`src/rtl/mp_add_seq_pkg.sv`:
```
// ============================================================================
// Module : mp_add_seq_pkg
// Brief  : Shared word width, FSM state encoding and index-width helper for
//          the multi-precision adder sequencer.
// Rev    : 1.0  initial release
// ============================================================================
`default_nettype none

package mp_add_seq_pkg;

  localparam int WORD_W = 16;

  typedef enum logic [1:0] {
    IDLE = 2'd0,
    RUN  = 2'd1,
    DONE = 2'd2
  } state_t;

  // Word counter width; a single-word operand still needs a 1-bit counter.
  function automatic int idx_width(input int words);
    return (words > 1) ? $clog2(words) : 1;
  endfunction

endpackage

`default_nettype wire

```
`src/rtl/mp_add_seq_fulladd16.sv`:
```
// ============================================================================
// Module : fulladd16
// Brief  : Combinational 16-bit ripple-carry adder, one full-adder cell per bit.
// Rev    : 1.0  initial release
// ============================================================================
`default_nettype none

module fulladd16
  import mp_add_seq_pkg::*;
(
  output logic [WORD_W-1:0] sum,
  output logic              c_out,
  input  logic [WORD_W-1:0] a,
  input  logic [WORD_W-1:0] b,
  input  logic              c_in
);

  logic [WORD_W:0] chain;

  assign chain[0] = c_in;

  for (genvar i = 0; i < WORD_W; i++) begin : g_bit
    assign sum[i]       = a[i] ^ b[i] ^ chain[i];
    assign chain[i + 1] = (a[i] & b[i]) | (chain[i] & (a[i] ^ b[i]));
  end

  assign c_out = chain[WORD_W];

endmodule

`default_nettype wire

```
`src/rtl/mp_add_seq.sv`:
```
// ============================================================================
// Module : mp_add_seq
// Brief  : Multi-precision adder sequencer, one 16-bit word per clock, LSW
//          first, carry registered between words. Optional subtract mode is
//          enabled by defining MP_ADD_SEQ_SUB_EN (adds the in_sub port).
// Rev    : 1.0  initial release
// ============================================================================
`default_nettype none

module mp_add_seq
  import mp_add_seq_pkg::*;
#(
  parameter int WORDS = 4
) (
  input  logic                    clk,
  input  logic                    rst_n,
  input  logic                    in_valid,
  output logic                    in_ready,
  input  logic [WORD_W*WORDS-1:0] in_a,
  input  logic [WORD_W*WORDS-1:0] in_b,
  input  logic                    in_cin,
`ifdef MP_ADD_SEQ_SUB_EN
  input  logic                    in_sub,
`endif
  output logic                    out_valid,
  input  logic                    out_ready,
  output logic [WORD_W*WORDS-1:0] out_sum,
  output logic                    out_cout,
  output logic                    out_ovf,
  output logic                    busy
);

  localparam int                IDX_W    = idx_width(WORDS);
  localparam logic [IDX_W-1:0]  LAST_IDX = IDX_W'(WORDS - 1);

  state_t                         state;
  state_t                         state_nxt;
  logic [IDX_W-1:0]               idx;
  logic                           carry;
  logic [WORDS-1:0][WORD_W-1:0]   op_a;
  logic [WORDS-1:0][WORD_W-1:0]   op_b;
  logic [WORDS-1:0][WORD_W-1:0]   sum_words;
  logic                           cout_flag;
  logic                           ovf_flag;

  logic                           accept;
  logic                           last_word;
  logic [WORD_W-1:0]              word_a;
  logic [WORD_W-1:0]              word_b;
  logic [WORD_W-1:0]              word_sum;
  logic                           word_cout;
  logic                           load_carry;

`ifdef MP_ADD_SEQ_SUB_EN
  logic                           sub_mode;

  // Subtraction is A + ~B + 1; in_cin then acts as a borrow, hence the inversion.
  assign word_b     = op_b[idx] ^ {WORD_W{sub_mode}};
  assign load_carry = in_cin ^ in_sub;
`else
  assign word_b     = op_b[idx];
  assign load_carry = in_cin;
`endif

  assign word_a    = op_a[idx];
  assign accept    = in_valid & in_ready;
  assign last_word = (idx == LAST_IDX);

  fulladd16 u_adder (
    .sum   (word_sum),
    .c_out (word_cout),
    .a     (word_a),
    .b     (word_b),
    .c_in  (carry)
  );

  // --------------------------------------------------------------------------
  // Control FSM
  // --------------------------------------------------------------------------
  always_ff @(posedge clk or negedge rst_n) begin
    if (!rst_n) begin
      state <= IDLE;
    end else begin
      state <= state_nxt;
    end
  end

  always_comb begin
    state_nxt = state;
    in_ready  = 1'b0;
    out_valid = 1'b0;
    busy      = 1'b0;
    case (state)
      IDLE: begin
        in_ready = 1'b1;
        if (in_valid) begin
          state_nxt = RUN;
        end
      end
      RUN: begin
        busy = 1'b1;
        if (last_word) begin
          state_nxt = DONE;
        end
      end
      DONE: begin
        busy      = 1'b1;
        out_valid = 1'b1;
        if (out_ready) begin
          state_nxt = IDLE;
        end
      end
      default: begin
        state_nxt = IDLE;
      end
    endcase
  end

  // --------------------------------------------------------------------------
  // Datapath: operand latches, word counter, carry register and result
  // --------------------------------------------------------------------------
  always_ff @(posedge clk or negedge rst_n) begin
    if (!rst_n) begin
      idx       <= '0;
      carry     <= 1'b0;
      op_a      <= '0;
      op_b      <= '0;
      sum_words <= '0;
      cout_flag <= 1'b0;
      ovf_flag  <= 1'b0;
    end else if (accept) begin
      op_a  <= in_a;
      op_b  <= in_b;
      carry <= load_carry;
      idx   <= '0;
    end else if (state == RUN) begin
      sum_words[idx] <= word_sum;
      carry          <= word_cout;
      idx            <= last_word ? '0 : idx + 1'b1;
      if (last_word) begin
        cout_flag <= word_cout;
        ovf_flag  <= (word_a[WORD_W-1] == word_b[WORD_W-1]) &&
                     (word_sum[WORD_W-1] != word_a[WORD_W-1]);
      end
    end
  end

`ifdef MP_ADD_SEQ_SUB_EN
  always_ff @(posedge clk or negedge rst_n) begin
    if (!rst_n) begin
      sub_mode <= 1'b0;
    end else if (accept) begin
      sub_mode <= in_sub;
    end
  end
`endif

  assign out_sum  = sum_words;
  assign out_cout = cout_flag;
  assign out_ovf  = ovf_flag;

endmodule

`default_nettype wire

```
`config.mk`:
```
export PLATFORM = sky130hd
export DESIGN_NAME = mp_add_seq
export DESIGN_NICKNAME = d
export VERILOG_FILES = /design/src/rtl/mp_add_seq_pkg.sv /design/src/rtl/mp_add_seq_fulladd16.sv /design/src/rtl/mp_add_seq.sv
export SDC_FILE = /design/constraint.sdc
export NUM_CORES = 1
export LEC_CHECK = 0
export ABC_CLOCK_PERIOD_IN_PS = 11050
export BUFFER_PORTS_ARGS = -buffer_cell sky130_fd_sc_hd__buf_2
export CELL_PAD_IN_SITES_DETAIL_PLACEMENT = 1
export CELL_PAD_IN_SITES_GLOBAL_PLACEMENT = 2
export CORE_ASPECT_RATIO = 0.8
export CORE_MARGIN = 2
export CORE_UTILIZATION = 34
export CTS_CLUSTER_SIZE = 12
export DETAILED_ROUTE_END_ITERATION = 8
export PLACE_DENSITY_LB_ADDON = 0.1
export SYNTH_ARGS = -nofsm -noshare
export SYNTH_HDL_FRONTEND = slang
export SYNTH_SLANG_ARGS = --single-unit
export TNS_END_PERCENT = 50
```
`constraint.sdc`:
```
create_clock -name clk -period 11.05 [get_ports clk]
set_input_delay 1.6575 -clock clk [delete_from_list [all_inputs] [get_ports clk]]
set_output_delay 1.6575 -clock clk [all_outputs]
set_load 0.005 [all_outputs]
```
Yosys cells after proc, flatten, opt, wreduce, memory -nomap -nowiden

Index checks and enable logic that the tools add are counted.

Logic and storage cells: 137
Bits in read-only memories: 0
Output and inout bits: 69
Memories: 0
Input bits: 133
Bits in writable memories: 0
Register bits: 199
Bits in latches: 0

Equality and inequality tests: 8
Div/mod/pow operators: 0
Bitwise operators: 82
Shift operators: 0
Order comparisons: 2
Multipliers: 0
Mux-type cells: 19
Add/sub/neg operators: 1
Reduce and logical (&&, ||, !) cells: 8

Operators with widths:

| kind                                                | number |
|---|---|
| binary-select mux 16 bit (select 2 bit)             | 2 |
| bitwise mux 64 bit                                  | 1 |
| 2-to-1 mux 16 bit                                   | 3 |
| bitwise AND 1 bit                                   | 33 |
| demux 16 bit (select 2 bit)                         | 1 |
| bitwise XOR 1 bit                                   | 32 |
| bitwise OR 1 bit                                    | 16 |
| 2-to-1 mux 2 bit                                    | 6 |
| inequality test 2 bit, second input constant        | 3 |
| one-hot mux 2 bit (3 select lines)                  | 1 |
| AND reduction 3 bit                                 | 2 |
| 2-to-1 mux 1 bit                                    | 5 |
| == test 2 bit, second input constant                | 2 |
| < comparator 2 x 3 -> 1 bit, second input constant  | 1 |
| adder 2 x 1 -> 2 bit, second input constant         | 1 |
| == test 2 x 1 -> 1 bit, second input constant       | 1 |
| >= comparator 2 x 1 -> 1 bit, second input constant | 1 |
| logical AND 1 bit                                   | 2 |
| logical NOT 2 bit                                   | 1 |
| AND reduction 2 bit                                 | 1 |
| nonzero test 2 bit                                  | 1 |
| OR reduction 2 bit                                  | 1 |
| == test 1 bit                                       | 1 |
| inequality test 1 bit                               | 1 |
| inverter 1 bit                                      | 1 |

Longest topological paths before layout

Gate-level depths: netlist of run 1.

Depth after elaboration: 37
Gate-level depth with buffers: 25
Mapped depth without buffers: 23

Hierarchy

Synthesis of run 1 repeated with hierarchy kept, for this count alone.

Cell total of the unflattened synthesis: 519
Area total of the unflattened synthesis: 8615.8 µm²

By module, submodules not included:

| module     | cells each | area an instance (µm²) | sequential area each (µm²) | times used |
|---|---|---|---|---|
| mp_add_seq | 493        | 8257.9                 | 4979.8                     | 1 |
| fulladd16  | 26         | 357.8                  | 0.0                        | 1 |

Worst setup path after synthesis of run 1

Ideal clock, no wire load.

Path kind: register to register
Start point: register idx[0]
End point: register ovf_flag (netlist: out_ovf)
Slack: 3.195 ns
Clock period less this slack: 7.855 ns
Setup time: 0.104 ns
Cell stages (with the launch flop): 25
Data arrival time: 7.751 ns
Required time: 10.946 ns
Path buffers: 2
Cells stage by stage: dfrtp_1 buf_6 buf_2 mux4_2 fa_1 inv_1 fa_1 inv_1 fa_1 fa_1 fa_1 fa_1 fa_1 fa_1 fa_1 fa_1 fa_1 fa_1 fa_1 fa_1 fa_1 inv_1 fa_1 xor2_1 o41ai_2

Word-level cells in the longest chain between the ends: 36
Elaborated cells between the ends (all ways): 71
Those cells by class: 3 x eq/ne; 4 x mux; 62 x bitwise; 2 x reduce/logical

Ends and longest elaborated chain:

| element                                                           | RTL line                           | source |
|---|---|---|
| start, declared                                                   | mp_add_seq.sv:38                   | `logic [IDX_W-1:0] idx;` |
| start signal, assigned                                            | mp_add_seq.sv:139                  | `idx <= last_word ? '0 : idx + 1'b1;` |
| binary-select mux 16 bit (select 2 bit), on equally long branches | mp_add_seq.sv:65, mp_add_seq.sv:61 |  |
| 2-to-1 mux 16 bit, on equally long branches                       | mp_add_seq.sv:65, mp_add_seq.sv:61 |  |
| bitwise XOR 1 bit                                                 | mp_add_seq_fulladd16.sv:24         | `assign chain[i + 1] = (a[i] & b[i]) \| (chain[i] & (a[i] ^ b[i]));` |
| bitwise AND 1 bit                                                 | mp_add_seq_fulladd16.sv:24         |  |
| bitwise OR 1 bit                                                  | mp_add_seq_fulladd16.sv:24         |  |
| bitwise AND 1 bit                                                 | mp_add_seq_fulladd16.sv:24         |  |
| bitwise OR 1 bit                                                  | mp_add_seq_fulladd16.sv:24         |  |
| bitwise AND 1 bit                                                 | mp_add_seq_fulladd16.sv:24         |  |
| [... 20 more ...]                                                 | n/a                                |  |
| bitwise OR 1 bit                                                  | mp_add_seq_fulladd16.sv:24         |  |
| bitwise AND 1 bit                                                 | mp_add_seq_fulladd16.sv:24         |  |
| bitwise OR 1 bit                                                  | mp_add_seq_fulladd16.sv:24         |  |
| bitwise AND 1 bit                                                 | mp_add_seq_fulladd16.sv:24         |  |
| bitwise OR 1 bit                                                  | mp_add_seq_fulladd16.sv:24         |  |
| bitwise XOR 1 bit                                                 | mp_add_seq_fulladd16.sv:23         | `assign sum[i] = a[i] ^ b[i] ^ chain[i];` |
| inequality test 1 bit                                             | mp_add_seq.sv:143                  | `(word_sum[WORD_W-1] != word_a[WORD_W-1]);` |
| logical AND 1 bit                                                 | mp_add_seq.sv:142                  | `ovf_flag <= (word_a[WORD_W-1] == word_b[WORD_W-1]) &&` |
| end signal, assigned                                              | mp_add_seq.sv:142                  |  |
| end, declared                                                     | mp_add_seq.sv:44                   | `logic ovf_flag;` |

Several ways; a longest one is shown, not always the timed one. The select of a mux whose other input is x is not followed.
A chain may end at the register's enable or synchronous reset.

Worst setup path in the final report of run 1

Same ends and word-level chain as after synthesis.

==> results of run 1 <==
[routing by layer]
layer | vias to the layer above | share of wire (%) | global-route usage, %
met5 | - | 0.056 | 0
met4 | 2 | 1.3 | 4.839
met3 | 24 | 4.0 | 3.223
met2 | 144 | 43 | 26.87
met1 | 3034 | 52 | 27.25
li1 | 2895 | - | -
[registers in the layout, summed over array words and instances (netlist names)]
name      cells
op_b         64
carry         1
out_sum      64
idx           2
op_a         64
out_ovf       1
state         2
out_cout      1
[kinds of logic after synthesis]
kind of cell / after synthesis / synth area share (%)
and+or+nand+nor: 402 / 17.49
DFF: 199 / 57.53
muxes: 93 / 16.22
buffers and inverters: 57 / 2.790
adders and majority gates: 24 / 4.857
AOI/OAI and AO/OA: 14 / 1.012
xor gates and xnor gates: 1 / 0.1012
[layout by cell type (no fill, tap or decap), drive strengths merged]
cell      synthesis  final
clkinvlp          0      3
buf              16    205
mux4             32     32
nand2b            1      1
o41ai             1      1
nor2              2      2
dfrtp           199    199
fa               16     16
mux2i             3      3
xor2              1      1
o21ai            11     11
o31ai             1      1
clkbuf           27     20
nand2           398    398
o221ai            1      1
clkinv            0      2
inv              14     22
and2              1      1
mux2             58     58
ha                8      8
[power groups by stage]
stage | Clock (mW) | Sequential [mW] | Combinational [mW]
finish | 0.596 | 1.29 | 1.59
detailed placement | 0 | 1.31 | 1.62
global placement | 0 | 1.31 | 1.57
CTS | 0.616 | 1.30 | 1.62
floorplan | 0 | 1.24 | 1.04
global route | 0.641 | 1.35 | 1.79
[worst min-delay path by stage]
stage	slack [ns]	endpoint	depth (start not counted)	from
detailed placement	0.46	op_a[0]	2	op_a[0]
floorplan	0.44	op_a[32]	2	op_a[32]
global placement	0.45	op_a[47]	2	op_a[47]
global route	0.49	op_a[0]	2	op_a[0]
CTS	0.48	op_b[16]	2	op_b[16]
finish	0.48	op_a[47]	2	op_a[47]
[tightest hold or removal path, delay by kind of cell (launching register included)]
| kind | cells | cell delay, ns |
|---|---|---|
| AND/OR/NAND/NOR | 2 | 0.11 |
| flip-flops | 1 | 0.34 |
[final cells by class]
cell class / count / area (um2)
Clock inverter: 13 / 111.4
Tap cell: 324 / 405.4
Inverter: 14 / 52.55
Multi-Input combinational cell: 534 / 3445
Timing Repair Buffer: 206 / 1052
Fill cell: 2851 / 14700
Clock buffer: 19 / 432.9
Sequential cell: 199 / 4982
[metrics by stage]
step	hold slack [ns]	cells	utilization, %	setup WS [ns]	cell area (um2)
after floorplan	0.4403	790	-	3.195	8656
after global placement	0.4549	1277	39.47	2.655	9937
after detailed placement	0.4618	1277	39.47	2.506	9937
after CTS	0.4794	1309	41.63	2.511	10480
after global routing	0.4935	1309	41.63	2.179	10480
final	0.4751	1309	41.63	2.592	10480
==> run summary, run 1 <==
outcome -> complete, no violations
Design Power -> 3.483 mW
WP data required -> 11.37 ns
critical path endpoint -> out_ovf
Hold WC Path Type -> register to register
residual DRC count -> 0
Final Critical Period -> 8.458 ns
Setup crit start kind -> register
synthesized net count -> 947
reg-to-reg setup timing slack -> 2.59 ns
Chip Width -> 182.4 um
clock power share -> 17.1%
VDD IR-drop max -> 0.0001328 V
area growth from synthesis to layout -> 21.09%
CTS tree -> built
Synth area leaders -> dfrtp_1 (58%), nand2_1 (17%), mux4_2 (8.3%), mux2_2 (7.5%), fa_1 (3.7%)
hold_buf cts -> 0
Max-Cap Viols -> 0
Net Sw Power -> 1.386 mW
fin nets -> 1129
# rows -> 52
Syn Area/Cell -> 10.96 um2
Fin Setup TNS -> 0 ns
drt pass-1 iters -> 4
share of cells above drive strength 1 -> 33.60%
crit-path cells -> buf_4, mux4_2, inv_1, fa_1, inv_1, fa_1, fa_1, fa_1, fa_1, fa_1, fa_1, fa_1, fa_1, fa_1, fa_1, fa_1, fa_1, fa_1, inv_1, fa_1, xor2_1, o41ai_2
CP max stage cell -> dfrtp_2
Hold Vio Cnt, Final -> 0
period utilisation layout -> 76.55%
post-synthesis cell count -> 790
crit path capture type -> register
clock slew seen by the registers of the worst setup and hold paths -> 0.08 ns
static leakage -> 5.470 nW
initial DRC count -> 308
Setup CP Type -> register to register
drt wl/cell -> 17.71 um
die area -> 26760 um2
CORE AREA -> 25180 um2
TritonCTS buffer count -> 17
R2R Path Start -> idx[0]
post-synthesis sequential area ratio -> 57.53%
ant diodes -> 0
Ys Warns -> 0
Worst Tran Pin Value -> 1.010 ns
initial antenna violation count -> 2
Post-CTS Setup Inserts -> 0
Worst Setup SP -> idx[0]
CTS root buffer -> clkbuf_16
Power Density -> 332.3 nW/um2
r2r endpoint -> out_ovf
Ports -> 202
first-pass GRT wire length -> 36960 um
vias in the first global route -> 6651
Yosys reg bits -> 199
Max transition margin -> 32.64%
largest net degree at the start of global routing -> 127
maximum fanout along the worst path -> 21
number of gates resized after cts -> 0
Overflow after GRT -> 0
Final Skew -> 0.01700 ns
mapped cell area -> 8656 um2
Sw Share -> 39.79%
RSZ-0062 raised after global routing -> false
asr flop ratio synth -> 100.0%
Clock Path Buffers -> 2
# port buffers -> 201
GRT Util Overall -> 18.05%
clock sinks -> 199
via count -> 6099
GPL Wtd Cong -> 0.7378
Die H -> 146.7 um
Peak Freq -> 0.1182 GHz
vias per cell -> 4.659
Flop pwr share -> 37.1%
DP HPWL -> 16590 um
max-slew violations -> 0
# setup viols final -> 0
Starting Density -> 34.38%
drt total wl -> 23190 um
ys flop type -> dfrtp_1
CP peak stage delay -> 0.83 ns
Critical Path Most Common Cell -> fa_1
Data arrival, critical path -> 8.78 ns
H-Tree Depth -> 4
Worst Path Buf+Inv -> 4
top-count cell post-synth -> nand2_1
top cells by count, synth -> nand2_1 (398), dfrtp_1 (199), mux2_2 (58), mux4_2 (32), clkbuf_1 (27)
Routed Antenna Nets -> 0
clk_lat worst skew -> 0.44 ns
CP delay by family, top -> adder cells
combinational power share -> 45.8%
cell taking the most area after synthesis -> dfrtp_1
top cell type's share of synthesized area -> 57.53%
number of synthesized flops with an enable pin -> 0
Crit. path cell count -> 22
Internal Power -> 2.097 mW
synth unique cells -> 21
Reg2Reg Depth -> 22
No activity file was read; power rests on OpenSTA's default activity.
==> run 2: changes to the inputs <==
- ABC_CLOCK_PERIOD_IN_PS: 11050 -> 8000
- clock period: 11.05 -> 8 ns (I/O delays scaled with it)
==> run summary, run 2 (same netlist as run 1, synthesis figures left out) <==
max-slew violations -> 0
Max-Cap Viols -> 0
most frequent cells in the layout -> nand2_1 (397), buf_2 (200), dfrtp_1 (197), mux2_2 (58), mux4_2 (32)
Final Skew -> 0.01318 ns
static leakage -> 5.489 nW
fillers -> 2828
Critical Path Most Common Cell -> fa_1
# port buffers -> 201
placed insts -> 1281
drt wl/cell -> 17.73 um
Worst Tran Pin Value -> 0.9872 ns
period utilisation layout -> 95.94%
Flop pwr share -> 36.4%
clock sinks -> 199
CTS root buffer -> clkbuf_16
WP data required -> 8.32 ns
Routed Antenna Nets -> 0
combinational power share -> 46.7%
placed cell area -> 9967 um2
Clock Path Buffers -> 2
leading cell type in the layout, fill and taps excluded -> nand2_1
crit path capture type -> register
Ports -> 202
Fin Setup TNS -> 0 ns
TritonCTS buffer count -> 17
Hold Vio Cnt, Final -> 0
Final Critical Period -> 7.675 ns
# setup viols final -> 0
CTS tree -> built
CP max stage cell -> mux4_2
Power Density -> 458.7 nW/um2
vias in the first global route -> 6612
drt total wl -> 23260 um
CP delay by family, top -> adder cells
Overflow after GRT -> 0
Chip Width -> 182.4 um
final instance area -> 10530 um2
outcome -> complete, no violations
final worst-path setup slack -> 0.3245 ns
Internal Power -> 2.924 mW
final hold slack -> 0.4724 ns
initial DRC count -> 328
VDD IR-drop max -> 0.0001705 V
initial antenna violation count -> 0
share of cells above drive strength 1 -> 34.41%
vias per cell -> 4.647
Setup crit start kind -> register
CORE AREA -> 25180 um2
Worst Path Buf+Inv -> 3
clock slew seen by the registers of the worst setup and hold paths -> 0.08 ns
via count -> 6097
Reg2Reg Depth -> 22
R2R Path Start -> idx[0]
pre-CTS setup slack -> 0.04694 ns
DP HPWL -> 16810 um
ant diodes -> 0
fin nets -> 1133
non-filler instance count after layout -> 1312
Net Sw Power -> 1.905 mW
Max transition margin -> 34.03%
Data arrival, critical path -> 8.00 ns
GRT Util Overall -> 18.25%
reg-to-reg setup timing slack -> 0.32 ns
drt pass-1 iters -> 4
Worst Hold End -> op_b[37]
Hold WC Path Type -> register to register
CP peak stage delay -> 0.55 ns
H-Tree Depth -> 4
GPL Wtd Cong -> 0.7175
Hold Startpoint -> op_b[37]
maximum fanout along the worst path -> 5
Setup CP Type -> register to register
hold_buf cts -> 0
# rows -> 52
clock power share -> 16.8%
hold path depth -> 2
clk_lat worst skew -> 0.43 ns
Starting Density -> 34.38%
Peak Freq -> 0.1303 GHz
residual DRC count -> 0
largest net degree at the start of global routing -> 91
Sw Share -> 39.45%
Die H -> 146.7 um
area growth from synthesis to layout -> 21.64%
first-pass GRT wire length -> 37290 um
crit-path cells -> mux4_2, fa_1, inv_1, fa_1, inv_1, fa_1, fa_1, fa_1, fa_1, fa_2, fa_1, fa_2, fa_1, fa_2, fa_2, fa_1, fa_1, fa_1, inv_1, fa_2, xor2_1, o41ai_2
Design Power -> 4.829 mW
die area -> 26760 um2
r2r endpoint -> out_ovf
RSZ-0062 raised after global routing -> false
final core occ -> 41.82%
run 2: worst max-delay path by stage:
stage / depth (start not counted) / from / endpoint / slack, ns
after detailed placement: 22 / idx[0] / out_ovf / 0.05
after global routing: 22 / idx[0] / out_ovf / 0.02
final: 22 / idx[0] / out_ovf / 0.32
after floorplan: 24 / idx[0] / out_ovf / 0.15
after CTS: 22 / idx[0] / out_ovf / 0.04
after global placement: 22 / idx[0] / out_ovf / 0.14
run 2: routing by layer:
metal,part of all wire [%],up-vias,track usage [%]
met5,0,-,0
li1,-,2910,-
met2,43,136,27.25
met1,52,3038,27.68
met4,0.75,0,3.629
met3,4.3,13,3.694
run 2: layout make-up:
type	count	area, um2	share of cell area, %
well taps	324	405.4	3.850
clock buffers	18	429.2	4.076
flip-flops and latches	199	4982	47.32
multi-input cells	534	3457	32.83
repair buffers	210	1082	10.28
clock inverters	13	120.1	1.141
inverters	14	52.55	0.4991
run 2: worst min-delay path, delay by kind of cell (launching register included):
family / cells / cell delay [ns]
flops: 1 / 0.34
simple gates: 2 / 0.10
run 2: timing repair:
action,CTS,global route
resized for setup,0,5
setup endpoints to repair,0,2
setup buffers,0,0
run 2: power groups by stage:
stage	Clock [mW]	Sequential, mW	Combinational, mW
final	0.812	1.76	2.26
after detailed placement	0	1.78	2.26
after CTS	0.844	1.76	2.28
after global placement	0	1.77	2.22
after global routing	0.885	1.82	2.53
after floorplan	0	1.71	1.44
